`src/rtl/enemy_shot_controller.sv`:
```
// enemy_shot_controller: spawns enemy projectiles under the selected shooter, moves them down,
// resolves hits on the player and owns the lives counter.
module enemy_shot_controller #(
  parameter int LINHAS       = 4,
  parameter int COLUNAS      = 8,
  parameter int N_TIROS      = 2,
  parameter int ATRASO_TIRO  = 2000000,
  parameter int ATRASO_PASSO = 250000,
  parameter int VEL          = 4,
  parameter int ESPACO_X     = 32,
  parameter int ESPACO_Y     = 24,
  parameter int OFFSET_X     = 8,
  parameter int ALT_ENEMY    = 16,
  parameter int JOGADOR_Y    = 440,
  parameter int LARG_JOG     = 32,
  parameter int ALT_JOG      = 16,
  parameter int ALTURA_TELA  = 480,
  parameter int VIDAS        = 3
) (
  input  logic                      clk,
  input  logic                      reset,
  input  logic                      restart,
  input  logic [1:0]                estado_jogo,
  input  logic [LINHAS*COLUNAS-1:0] enemy_vivos,
  input  logic [5:0]                ID_enemy_tiro_X,
  input  logic [5:0]                ID_enemy_tiro_Y,
  input  logic [9:0]                formacao_x,
  input  logic [9:0]                formacao_y,
  input  logic [9:0]                jogador_x,
  output logic [N_TIROS-1:0]        tiro_ativo,
  output logic [10*N_TIROS-1:0]     tiro_x,
  output logic [10*N_TIROS-1:0]     tiro_y,
  output logic [1:0]                vidas,
  output logic                      jogador_vivo,
  output logic                      jogador_atingido
);
  localparam int NE = LINHAS * COLUNAS;
  localparam int TW = ATRASO_TIRO > 1 ? $clog2(ATRASO_TIRO) : 1;
  localparam int PW = ATRASO_PASSO > 1 ? $clog2(ATRASO_PASSO) : 1;
  localparam logic [1:0] VIDAS_INI = 2'(VIDAS);
  logic [TW-1:0] fire_cnt_q, fire_cnt_d;
  logic [PW-1:0] step_cnt_q, step_cnt_d;
  logic [N_TIROS-1:0] ativo_q, ativo_d, hit, off, free_sel;
  logic [N_TIROS-1:0][9:0] x_q, x_d, y_q, y_d;
  logic [1:0] vidas_q, vidas_d;
  logic vivo_q, vivo_d, atingido_q, atingido_d;
  logic fire_now, step_now, fire_ok, taken, dec;
  logic [11:0] col;
  logic [63:0] vivos_ext;
  logic [9:0] spawn_x, spawn_y;
  always_comb begin
    fire_now = fire_cnt_q == TW'(ATRASO_TIRO - 1);
    step_now = step_cnt_q == PW'(ATRASO_PASSO - 1);
    fire_cnt_d = fire_now ? '0 : fire_cnt_q + TW'(1);
    step_cnt_d = step_now ? '0 : step_cnt_q + PW'(1);
    vivos_ext = 64'(enemy_vivos);
    // a negative column wraps to a huge unsigned value and fails the range test
    col = 12'(ID_enemy_tiro_X) - 12'(ID_enemy_tiro_Y) * 12'(COLUNAS);
    spawn_x = formacao_x + 10'(col) * 10'(ESPACO_X) + 10'(OFFSET_X);
    spawn_y = formacao_y + 10'(ID_enemy_tiro_Y) * 10'(ESPACO_Y) + 10'(ALT_ENEMY);
    free_sel = '0;
    taken = 1'b0;
    for (int k = 0; k < N_TIROS; k++) begin
      free_sel[k] = !ativo_q[k] && !taken;
      taken = taken || !ativo_q[k];
    end
    fire_ok = fire_now && estado_jogo == 2'd1 && int'(ID_enemy_tiro_X) < NE &&
              int'(ID_enemy_tiro_Y) < LINHAS && col < 12'(COLUNAS) &&
              vivos_ext[ID_enemy_tiro_X] && taken;
    for (int k = 0; k < N_TIROS; k++) begin
      hit[k] = ativo_q[k] && {1'b0, x_q[k]} >= {1'b0, jogador_x} &&
               {1'b0, x_q[k]} < {1'b0, jogador_x} + 11'(LARG_JOG) &&
               {1'b0, y_q[k]} >= 11'(JOGADOR_Y) && {1'b0, y_q[k]} < 11'(JOGADOR_Y + ALT_JOG);
      off[k] = ativo_q[k] && {1'b0, y_q[k]} >= 11'(ALTURA_TELA);
      ativo_d[k] = (fire_ok && free_sel[k]) || (ativo_q[k] && !hit[k] && !off[k]);
      x_d[k] = fire_ok && free_sel[k] ? spawn_x : x_q[k];
      y_d[k] = fire_ok && free_sel[k] ? spawn_y :
               ativo_q[k] && step_now ? y_q[k] + 10'(VEL) : y_q[k];
    end
    // simultaneous hits cost a single life; lives are frozen outside the running state
    dec = |hit && estado_jogo == 2'd1 && vidas_q != 2'd0;
    vidas_d = dec ? vidas_q - 2'd1 : vidas_q;
    vivo_d = vidas_d != 2'd0;
    atingido_d = dec;
    if (restart) begin
      fire_cnt_d = '0;
      step_cnt_d = '0;
      ativo_d = '0;
      x_d = '0;
      y_d = '0;
      vidas_d = VIDAS_INI;
      vivo_d = VIDAS_INI != 2'd0;
      atingido_d = 1'b0;
    end
  end
  always_ff @(posedge clk or posedge reset) begin
    if (reset) begin
      fire_cnt_q <= '0;
      step_cnt_q <= '0;
      ativo_q <= '0;
      x_q <= '0;
      y_q <= '0;
      vidas_q <= VIDAS_INI;
      vivo_q <= VIDAS_INI != 2'd0;
      atingido_q <= 1'b0;
    end else begin
      fire_cnt_q <= fire_cnt_d;
      step_cnt_q <= step_cnt_d;
      ativo_q <= ativo_d;
      x_q <= x_d;
      y_q <= y_d;
      vidas_q <= vidas_d;
      vivo_q <= vivo_d;
      atingido_q <= atingido_d;
    end
  end
  assign tiro_ativo = ativo_q;
  assign tiro_x = x_q;
  assign tiro_y = y_q;
  assign vidas = vidas_q;
  assign jogador_vivo = vivo_q;
  assign jogador_atingido = atingido_q;
endmodule

```
`config.mk`:
```
export PLATFORM = sky130hd
export DESIGN_NAME = enemy_shot_controller
export DESIGN_NICKNAME = d
export VERILOG_FILES = /design/src/rtl/enemy_shot_controller.sv
export SDC_FILE = /design/constraint.sdc
export NUM_CORES = 1
export LEC_CHECK = 0
export BUFFER_PORTS_ARGS = -buffer_cell sky130_fd_sc_hd__clkbuf_2
export CORE_UTILIZATION = 25
export DETAILED_ROUTE_END_ITERATION = 7
export REMOVE_ABC_BUFFERS = 1
export SYNTH_ARGS = -nofsm -noshare
export SYNTH_HDL_FRONTEND = slang
export SYNTH_SLANG_ARGS = --single-unit
```
`constraint.sdc`:
```
create_clock -name clk -period 5.6 [get_ports clk]
set_input_delay 0.56 -clock clk [delete_from_list [all_inputs] [get_ports clk]]
set_output_delay 0.56 -clock clk [all_outputs]
set_load 0.005 [all_outputs]
```
==> summary.txt, run 1 <==
Final hold violation count -> 0
Area grow syn2layout -> 20.8%
Final Slew Violations -> 0
Startpoint types -> primary input
Sequential share of the synthesized area -> 0.344
Design area -> 0.00748 mm^2
Die area -> 0.0254 mm^2
Post-Synth Adder-Cell Area -> 0.139
Post-Route WL -> 16,500 um
CTS max path bufs -> 2
Final Power -> 0.00157 W
Maxcap violations -> 0
Post_cts resized -> 0
# placed instances -> 1,089
# hold bufs at CTS -> 0
CTS Buf Count -> 9
Reg2reg start -> fire_cnt_q[11]
IO Pins -> 125
Clock sinks -> 85
Slew at the pin closest to its max-slew limit -> 0.924 ns
Post-DR vias/cell -> 4.63
Pint -> 0.00117 W
GRT Total Usage -> 0.134
Post-synthesis mux area share -> 0.0744
Lkg Pwr -> 3.66 nW
Worst Setup End Kind -> flop
Worst rel slew slack -> 0.384
CTS tree -> done
Placer Congestion -> 0.862
EDFF count, synth -> 0
Synth Register Bits -> 85
Row Count -> 57
Iter 0 DRT Violations -> 303
Switch share -> 0.252
Initial antenna violation count -> 0
Worst Clk Skew -> 0.00648 ns
Reg2reg end -> tiro_x[9]
Hold Path Class -> in -> async
Post-synthesis instance total -> 656
Predominant post-synthesis flop cell -> dfrtp_1
Unrepaired setup endpoints after global routing -> no
Comb pwr share -> 0.160
Vias -> 5,120
Yosys warns -> 0
Pwr Density -> 210 mW/mm^2
R2R depth -> 7
Fin cells -> 1,105
Final HPWL DP -> 12,900 um
Clk pwr share -> 0.444
Ratio of cells with drive above 1 in the final layout -> 0.210
Setup repair bufs after CTS -> 0
Final worst-path cycle share -> 0.594
Worst skew pair latency -> 0.35 ns
Core area -> 0.0243 mm^2
N_diodes -> 0
Seq pwr share -> 0.395
CP Max Fanout -> 11
Worst EP required -> 5.81 ns
First-pass GRT wire length -> 26,900 um
Dpl cell area -> 0.00713 mm^2
IO Port Bufs -> 124
Post-synthesis simple-gate area fraction -> 0.189
Vias in the first global route -> 5,073
Die X -> 159 um
Post-route ant nets -> 0
Die height -> 159 um
Status -> completed
Total negative setup slack -> 0 ns
VDD IR max -> 0.000114 V
DRC viols -> 0
XOR/XNOR share of the synthesized area -> 0.0849
Synth Area in Compound Gates -> 0.121
Area occupied by registers -> 0.00213 mm^2
Routed wire per std cell -> 14.9 um
Crit Path Category -> in -> reg
Post-synth ARST share -> 1.00
Largest family of logic cells by synthesized area -> simple AND/OR/NAND/NOR gates
Cell area after synthesis -> 0.00619 mm^2
Initial Util -> 0.255
Fmax -> 301 MHz
Area of the multi-input gates -> 0.00377 mm^2
Netlist cell types -> 61
Worst-path clk slew -> 0.06 ns
Final hold slack -> 0.150 ns
Final net count -> 922
# fillers -> 2,530
Root buffer cell -> clkbuf_16
Sw power -> 0.000395 W
Final setup viols -> 0
1st-pass router iterations -> 4
Avg Cell Area, Syn -> 9.44 um^2
Flop-to-flop setup slack -> 2.92 ns
Worst endpoint data arrival time -> 3.54 ns
Total grt overflow -> 0
Largest net degree at the start of global routing -> 68
Min cycle time layout -> 3.33 ns
H-tree Lvls -> 3
==> logic make-up (layout without fill, tap and decap cells) <==
logic type,count (synthesis),after routing
XOR/XNOR,60,60
AO/OA/AOI/OAI,110,110
flip-flops,85,85
adder cells (fa/ha/maj),67,67
buffers and inverters,68,193
multiplexers,41,41
AND/OR/NAND/NOR,225,225
==> cell usage in the layout (no fill, tap or decap), types with 6 or more instances in the layout <==
cell,netlist,final
nor2b_1,13,13
a21o_1,9,9
nand4b_1,6,6
a21oi_1,32,32
and3_1,12,12
nand2_1,31,31
nand4_1,12,12
clkbuf_16,0,9
dfrtp_1,82,82
mux2i_1,37,37
xor2_1,19,19
nand3_1,18,18
or3_1,8,8
xnor2_1,41,41
ha_1,64,64
o21ai_0,18,18
inv_1,50,49
nand2b_1,8,8
clkbuf_2,0,124
nor3_1,10,10
nor2_1,81,81
==> cell type report <==
class                      instances  share of cell area
timing repair buffer             127              0.0860
clock buffer                      12              0.0330
sequential                        85               0.285
multi-input combinational        503               0.504
tap                              324              0.0542
clock inverter                     4              0.0127
inverter                          50              0.0253
==> worst max-delay path by stage <==
stage / start / endpoint
final: ID_enemy_tiro_X[3] / tiro_x[9]
after detailed placement: ID_enemy_tiro_X[3] / tiro_x[5]
after global placement: ID_enemy_tiro_X[3] / tiro_x[7]
after floorplan: ID_enemy_tiro_X[3] / tiro_y[19]
after CTS: ID_enemy_tiro_X[3] / tiro_x[5]
after global routing: ID_enemy_tiro_X[3] / tiro_x[5]
==> power by group through the flow <==
| stage | Combinational [W] | Clock (W) | Sequential [W] |
|---|---|---|---|
| after floorplan | 0.000163 | 0 | 0.000631 |
| after global routing | 0.000287 | 0.000741 | 0.000621 |
| final | 0.000252 | 0.000697 | 0.000621 |
| after global placement | 0.000253 | 0 | 0.000632 |
| after detailed placement | 0.000255 | 0 | 0.000632 |
| after CTS | 0.000258 | 0.000715 | 0.000620 |
==> stage by stage <==
stage               setup slack (ns)   util
finish                          2.27  0.307
global route                    2.02  0.307
CTS                             2.27  0.307
detailed placement              1.92  0.293
global placement                2.04  0.293
floorplan                       1.80      -
==> state kept, by name (all words and copies together) (netlist names) <==
signal            cells
tiro_x               20
jogador_atingido      1
vidas                 2
step_cnt_q           18
jogador_vivo          1
tiro_ativo            2
tiro_y               20
fire_cnt_q           21
==> critical path: stages <==
cell and delay, ns:
clkbuf_2 0.13, inv_1 0.07, ha_1 0.21, inv_1 0.07, fa_1 0.44, or4b_1 0.53, nor4_1 0.30, nand4_1 0.19
nor4_4 0.23, and2_1 0.51, mux2i_1 0.26, nor2_1 0.05
==> Yosys cell counts, drive strengths merged (6+ instances only) <==
cell	n	area, um^2
nor3	10	50.1
a21oi	33	169
and3	12	75.1
nand4b	6	52.6
xnor2	41	359
xor2	19	166
mux2i	37	370
nand3	18	90.1
nor4	7	65.1
inv	50	188
buf	8	68.8
nand2	32	123
nand2b	8	50.1
a21o	9	67.6
nand4	12	75.1
o21ai	22	110
ha	64	801
nor2	81	304
dfrtp	82	2050
nor2b	13	81.3
clkbuf	10	37.5
a211oi	10	100
or3	8	50.1
==> metal layers <==
metal	track usage	vias to the layer above	wire length, um
met5	0	-	0
li1	-	2557	-
met1	0.174	2427	7770
met4	0.0428	0	335
met2	0.210	117	7350
met3	0.0412	19	1030
Note: power is estimated with default switching activity, not from simulation.
==> run 2, diff against run 1 <==
--- a/config.mk
+++ b/config.mk
@@ -5,6 +5,7 @@
 export SDC_FILE = /design/constraint.sdc
 export NUM_CORES = 1
 export LEC_CHECK = 0
+export ABC_AREA = 1
 export BUFFER_PORTS_ARGS = -buffer_cell sky130_fd_sc_hd__clkbuf_2
 export CORE_UTILIZATION = 25
 export DETAILED_ROUTE_END_ITERATION = 7
==> constraint.sdc (replaced) <==
create_clock -name clk -period 3.2 [get_ports clk]
set_input_delay 0.32 -clock clk [delete_from_list [all_inputs] [get_ports clk]]
set_output_delay 0.32 -clock clk [all_outputs]
set_load 0.005 [all_outputs]
==> run 2 against run 1 <==
Compared with the run above: the flow now finishes with violations (design-rule violations); hold slack gained 0.027 ns; core utilization shrank 0.27 points; non-clock buffer count increased by 5; register-to-register slack worse by 2.0 ns; power rose by 73%; clock power rose by 45%; critical path depth grew 8; worst setup slack worse by 1.8 ns; sequential power rose by 82%; sequential share of layout area is 1.8 points lower; critical path type unchanged; largest power group is now sequential cells; highest routed layer unchanged.
==> summary.txt, run 2 <==
Design area -> 0.00798 mm^2 (was 0.00748 mm^2)
Vias in the first global route -> 6,455 (was 5,073)
CTS max path bufs -> 2 (unchanged)
Row Count -> 59 (was 57)
Predominant post-synthesis flop cell -> dfrtp_1 (unchanged)
Post_cts resized -> 0 (unchanged)
Maxcap violations -> 0 (unchanged)
IO Pins -> 125 (unchanged)
1st-pass router iterations -> 7 (was 4)
Slew at the pin closest to its max-slew limit -> 1.06 ns (was 0.924 ns)
Final Slew Violations -> 0 (unchanged)
Post-synth ARST share -> 1.00 (unchanged)
Lkg Pwr -> 4.32 nW (was 3.66 nW)
Post-Route WL -> 19,500 um (was 16,500 um)
Core area -> 0.0262 mm^2 (was 0.0243 mm^2)
Placer Congestion -> 0.856 (was 0.862)
Area leader, netlist -> dfrtp_1 (unchanged)
IO Port Bufs -> 124 (unchanged)
Dpl cell area -> 0.00770 mm^2 (was 0.00713 mm^2)
Post-synthesis simple-gate area fraction -> 0.339 (was 0.189)
Leading cell type in the layout, fill and taps excluded -> nand2_1 (was clkbuf_2)
First-pass GRT wire length -> 32,500 um (was 26,900 um)
Root buffer cell -> clkbuf_16 (unchanged)
Die height -> 166 um (was 159 um)
Netlist cell types -> 42 (was 61)
Setup repair bufs after CTS -> 0 (unchanged)
Final net count -> 1,220 (was 922)
Final worst-path cycle share -> 0.849
Status -> complete, but fails checks (was completed)
Most frequent cell after synthesis -> nand2_1 (was dfrtp_1)
Commonest cells in the netlist -> nand2_1, inv_1, nand3_1 (was dfrtp_1, nor2_1, ha_1)
GRT Total Usage -> 0.147 (was 0.134)
Final HPWL DP -> 15,700 um (was 12,900 um)
Ranking of synthesized cells by area -> dfrtp_1, nand2_1, ha_1 (was dfrtp_1, ha_1, mux2i_1)
Die area -> 0.0275 mm^2 (was 0.0254 mm^2)
Top-area cell type share of the netlist area -> 0.306 (was 0.331)
Sequential share of the synthesized area -> 0.318 (was 0.344)
Fmax -> 368 MHz
Area grow syn2layout -> 19.0% (was 20.8%)
Synth Area in Compound Gates -> 0.0812 (was 0.121)
CTS Buf Count -> 9 (unchanged)
VDD IR max -> 0.000256 V (was 0.000114 V)
Initial Util -> 0.256 (was 0.255)
Fin cells -> 1,414 (was 1,105)
Yosys warns -> 0 (unchanged)
Unrepaired setup endpoints after global routing -> no (unchanged)
Worst rel slew slack -> 0.294 (was 0.384)
Hold Path Class -> in -> async (unchanged)
Post-Synth Adder-Cell Area -> 0.128 (was 0.139)
Worst-path clk slew -> 0.07 ns (was 0.06 ns)
Routed wire per std cell -> 13.8 um (was 14.9 um)
XOR/XNOR share of the synthesized area -> 0.0444 (was 0.0849)
Number of flip-flops in the largest register -> 21 (unchanged)
Die X -> 166 um (was 159 um)
Worst EP required -> 3.44 ns (was 5.81 ns)
Post-synthesis instance total -> 950 (was 656)
Avg Cell Area, Syn -> 7.06 um^2 (was 9.44 um^2)
# placed instances -> 1,398 (was 1,089)
Pwr Density -> 341 mW/mm^2 (was 210 mW/mm^2)
Worst endpoint data arrival time -> 2.96 ns (was 3.54 ns)
# fillers -> 2,891 (was 2,530)
Worst skew pair latency -> 0.35 ns (about the same)
Startpoint types -> primary input (unchanged)
Largest family of logic cells by synthesized area -> simple AND/OR/NAND/NOR gates (unchanged)
N_diodes -> 0 (unchanged)
Min cycle time layout -> 2.72 ns
Post-route ant nets -> 0 (unchanged)
Largest net degree at the start of global routing -> 61 (was 68)
Post-synthesis mux area share -> 0 (was 0.0744)
Synth Register Bits -> 85 (unchanged)
Total negative setup slack -> 0 ns (unchanged)
Failing checks -> design-rule violations
Cell area after synthesis -> 0.00671 mm^2 (was 0.00619 mm^2)
EDFF count, synth -> 0 (unchanged)
Worst Clk Skew -> 0.0118 ns (was 0.00648 ns)
Total grt overflow -> 0 (unchanged)
Final setup viols -> 0 (unchanged)
Post-DR vias/cell -> 4.69 (was 4.63)
Initial antenna violation count -> 0 (unchanged)
Final hold violation count -> 0 (unchanged)
Biggest register -> fire_cnt_q (unchanged)
Clock sinks -> 85 (unchanged)
DRC viols -> 9 (was 0)
Vias -> 6,625 (was 5,120)
Worst Setup End Kind -> flop (unchanged)
# hold bufs at CTS -> 0 (unchanged)
Crit Path Category -> in -> reg (unchanged)
Ratio of cells with drive above 1 in the final layout -> 0.158 (was 0.210)
CP Max Fanout -> 5 (was 11)
CTS tree -> done (unchanged)
Iter 0 DRT Violations -> 528 (was 303)
Commonest cells after routing, fill and taps aside -> nand2_1, clkbuf_2, inv_1 (was clkbuf_2, dfrtp_1, nor2_1)
H-tree Lvls -> 3 (unchanged)
-- run 2: layer usage --
layer	vias up	share of wire	track usage	routed length (um)
met5	-	0	0	0
met3	28	0.042	0.0250	829
met2	159	0.49	0.252	9530
met4	0	0.021	0.0439	416
met1	3084	0.45	0.188	8760
li1	3354	-	-	-
-- run 2: path summary, 6_finish.rpt --
path,endpoint,slack [ns],start,cells past startpoint
worst max register to register,jogador_vivo,0.89,tiro_x[9],10
max in group asynchronous,tiro_ativo[0],2.22,reset,3
worst max-delay path,tiro_y[9],0.48,ID_enemy_tiro_Y[2],20
worst min register to register,step_cnt_q[0],0.46,step_cnt_q[0],1
min in group clk,tiro_x[1],0.21,formacao_x[1],3
worst min-delay path,jogador_atingido,0.18,reset,2
-- run 2: worst max-delay path, stage by stage --
cell and delay [ns]:
clkbuf_2 0.10, inv_1 0.09, ha_1 0.38, nand2_1 0.09, nand2_1 0.06, a31oi_1 0.17
xor2_1 0.16, inv_1 0.06, ha_1 0.28, ha_1 0.36, nand2_1 0.07, inv_1 0.07
nand4_1 0.11, nand3_1 0.09, nand2_1 0.05, nand2_1 0.06, xor2_1 0.19, o21ai_0 0.12
nand2_1 0.07, nand2_1 0.06
-- run 2: cell families after synthesis --
| group | count (synthesis) |
|---|---|
| AOI/OAI and AO/OA | 98 |
| xor gates and xnor gates | 34 |
| adders and majority gates | 67 |
| buffers and inverters | 149 |
| DFF | 85 |
| and+or+nand+nor | 517 |
-- run 2: report_power, final --
part           internal [W]  total (W)  switching, W
Combinational      0.000226   0.000586      0.000360
Sequential          0.00110    0.00113     0.0000307
Clock              0.000538    0.00101      0.000470
-- run 2: metrics by stage --
| stage | hold WS [ns] | setup WS, ns | util | power (W) |
|---|---|---|---|---|
| floorplan | 0.383 | 0.492 | - | 0.00151 |
| global placement | 0.452 | 0.180 | 0.294 | 0.00173 |
| detailed placement | 0.457 | 0.132 | 0.294 | 0.00174 |
| CTS | 0.199 | 0.494 | 0.305 | 0.00276 |
| global route | 0.209 | 0.0974 | 0.305 | 0.00288 |
| finish | 0.178 | 0.483 | 0.305 | 0.00272 |
-- run 2: cell type report --
class / count / area [um^2] / area share
Tap cell: 335 / 419 / 0.0525
Inverter: 130 / 492 / 0.0616
Timing Repair Buffer: 132 / 681 / 0.0853
Clock buffer: 9 / 225 / 0.0282
Clock inverter: 7 / 58.8 / 0.00737
Multi-Input combinational cell: 716 / 3980 / 0.498
Sequential cell: 85 / 2130 / 0.267
==> run 3, diff against run 2 <==
==> constraint.sdc (replaced) <==
create_clock -name clk -period 2.4 [get_ports clk]
set_input_delay 0.24 -clock clk [delete_from_list [all_inputs] [get_ports clk]]
set_output_delay 0.24 -clock clk [all_outputs]
set_load 0.005 [all_outputs]
==> run 3 against run 2 <==
Compared with the run above: the flow still finishes with violations (design-rule violations); global-route usage grew 0.20 points; die area did not move; final cell count increased by 3.0%; cell area increased by 7.3%; clock power grew 50%; critical path type unchanged; critical endpoint is now tiro_y[19].
==> summary.txt, run 3 (same netlist as run 2, synthesis figures left out) <==
Final Slew Violations -> 0 (unchanged)
H-tree Lvls -> 3 (unchanged)
Total negative setup slack -> 0 ns (unchanged)
Worst EP required -> 2.64 ns (was 3.44 ns)
Final hold violation count -> 0 (unchanged)
IO Pins -> 125 (unchanged)
Lkg Pwr -> 4.54 nW (was 4.32 nW)
Post-Route WL -> 20,300 um (was 19,500 um)
Top Metal Used -> met4 (unchanged)
Area grow syn2layout -> 27.7% (was 19.0%)
Slowest CP cell -> fa_2 (was ha_1)
Failing checks -> design-rule violations (unchanged)
# fillers -> 2,776 (was 2,891)
Met1 Wirelength -> 8940 um (was 8760 um)
Post-route ant nets -> 0 (unchanged)
Final worst-path cycle share -> 0.978
N_diodes -> 0 (unchanged)
Initial antenna violation count -> 0 (unchanged)
Startpoint types -> primary input (unchanged)
Die area -> 0.0275 mm^2 (unchanged)
Worst Clk Skew -> 0.00915 ns (was 0.0118 ns)
Vias -> 6,782 (was 6,625)
Slew at the pin closest to its max-slew limit -> 0.588 ns (was 1.06 ns)
Vias in the first global route -> 6,552 (was 6,455)
Hold Path Class -> in -> reg (was in -> async)
Met2 WL post-DR -> 10,200 um (was 9530 um)
Worst Setup End Kind -> flop (unchanged)
Pwr Density -> 462 mW/mm^2 (was 341 mW/mm^2)
Clock sinks -> 85 (unchanged)
First-pass GRT wire length -> 32,800 um (was 32,500 um)
Ratio of cells with drive above 1 in the final layout -> 0.211 (was 0.158)
DRC viols -> 9 (unchanged)
Hold_sp -> formacao_x[1]
Unrepaired setup endpoints after global routing -> yes (was no)
Number of flip-flops in the largest register -> 21 (unchanged)
Worst path max stage delay -> 0.36 ns (was 0.38 ns)
Final setup viols -> 0 (unchanged)
Crit path cell chain -> buf_8 -> ha_4 -> inv_2 -> fa_2 -> buf_4 -> xnor2_2 -> ha_1 -> ha_4 -> buf_4 -> nand4_1 -> nand3_1 -> nand2_1 -> nand2_1 -> xor2_1 -> nand2_1 -> nand3_1 -> nand2_1 (was clkbuf_2 -> inv_1 -> ha_1 -> nand2_1 -> nand2_1 -> a31oi_1 -> xor2_1 -> inv_1 -> ha_1 -> ha_1 -> nand2_1 -> inv_1 -> nand4_1 -> nand3_1 -> nand2_1 -> nand2_1 -> xor2_1 -> o21ai_0 -> nand2_1 -> nand2_1)
CTS max path bufs -> 2 (unchanged)
Crit Path Category -> in -> reg (unchanged)
Row Count -> 59 (unchanged)
Core area -> 0.0262 mm^2 (unchanged)
Reg2reg end -> jogador_vivo (unchanged)
Hold path cells -> 3
VDD IR max -> 0.000325 V (was 0.000256 V)
Hold EP -> tiro_x[1]
Reg2reg start -> tiro_x[2] (was tiro_x[9])
Min cycle time layout -> 2.35 ns
Routed wire per std cell -> 13.9 um (was 13.8 um)
Leading cell type in the layout, fill and taps excluded -> nand2_1 (unchanged)
Fin cells -> 1,456 (was 1,414)
R2R depth -> 13 (was 10)
Die X -> 166 um (unchanged)
IO Port Bufs -> 124 (unchanged)
Initial Util -> 0.256 (unchanged)
1st-pass router iterations -> 7 (unchanged)
Biggest register -> fire_cnt_q (unchanged)
GRT Total Usage -> 0.149 (was 0.147)
Routed wire length on met3 -> 749 um (was 829 um)
Total grt overflow -> 0 (unchanged)
Placer Congestion -> 0.859 (was 0.856)
CTS Buf Count -> 9 (unchanged)
Die height -> 166 um (unchanged)
CP Max Fanout -> 5 (unchanged)
Worst rel slew slack -> 0.607 (was 0.294)
Post-DR vias/cell -> 4.66 (was 4.69)
# placed instances -> 1,437 (was 1,398)
Iter 0 DRT Violations -> 379 (was 528)
Worst skew pair latency -> 0.35 ns (about the same)
Flop-to-flop setup slack -> 0.22 ns (was 0.89 ns)
CTS tree -> done (unchanged)
Status -> complete, but fails checks (unchanged)
Worst endpoint data arrival time -> 2.58 ns (was 2.96 ns)
Maxcap violations -> 0 (unchanged)
Fmax -> 426 MHz
Final HPWL DP -> 16,200 um (was 15,700 um)
Largest net degree at the start of global routing -> 55 (was 61)
Worst-path clk slew -> 0.06 ns (was 0.07 ns)
Root buffer cell -> clkbuf_16 (unchanged)
Setup crit start -> ID_enemy_tiro_Y[1] (was ID_enemy_tiro_Y[2])
CP most frequent cell -> nand2_1 (unchanged)
Final net count -> 1,263 (was 1,220)
Commonest cells after routing, fill and taps aside -> nand2_1, clkbuf_2, inv_1 (unchanged)
run 3: worst max-delay path by stage:
stage	end	slack (ns)	depth (start not counted)
after floorplan	tiro_y[9]	-0.23	15
after detailed placement	tiro_y[9]	-0.50	18
after global placement	tiro_y[9]	-0.43	16
after CTS	tiro_y[19]	0.01	18
after global routing	tiro_y[19]	-0.12	18
final	tiro_y[19]	0.05	17
run 3: per-stage QoR:
step | setup WS (ns) | total power, W | util | instance area [um^2] | hold WS (ns)
after floorplan | -0.228 | 0.00202 | - | 6600 | 0.303
after global placement | -0.429 | 0.00236 | 0.307 | 8040 | 0.305
after detailed placement | -0.495 | 0.00238 | 0.307 | 8040 | 0.314
after CTS | 0.0132 | 0.00394 | 0.321 | 8420 | 0.140
after global routing | -0.116 | 0.00418 | 0.327 | 8570 | 0.165
final | 0.0530 | 0.00395 | 0.327 | 8570 | 0.148
run 3: layout make-up:
cell class | count | area (um^2) | share of cell area
well taps | 335 | 419 | 0.0489
repair buffers | 175 | 1080 | 0.126
multi-input cells | 716 | 4130 | 0.482
flip-flops and latches | 85 | 2130 | 0.249
clock buffers | 11 | 243 | 0.0283
inverters | 130 | 494 | 0.0577
clock inverters | 4 | 72.6 | 0.00847
run 3: critical path: cells and delay by family:
kind	cells	cell delay, ns
XOR/XNOR	2	0.32
AND/OR/NAND/NOR	7	0.55
buffers and inverters	4	0.40
adder cells (fa/ha/maj)	4	1.08
run 3: power breakdown:
group	switching, W	total (W)	internal, W
Sequential	0.0000377	0.00150	0.00146
Clock	0.000579	0.00151	0.000933
Combinational	0.000524	0.000942	0.000418
Total	0.00114	0.00395	0.00281
run 3: metal layers:
layer  up-vias  global-route usage
li1       3460                   -
met1      3149               0.183
met2       146               0.265
met3        27              0.0257
met4         0              0.0419
met5         -                   0
run 3: what timing repair did:
action                                  in CTS  in global routing
hold endpoints to repair                    28                  0
hold buffers                                 1                  0
cloned                                       0                  0
buffers inserted                             0                  3
endpoints found under the setup margin       6                 40
pin swaps                                    6                 16
resized for setup                           10                 30
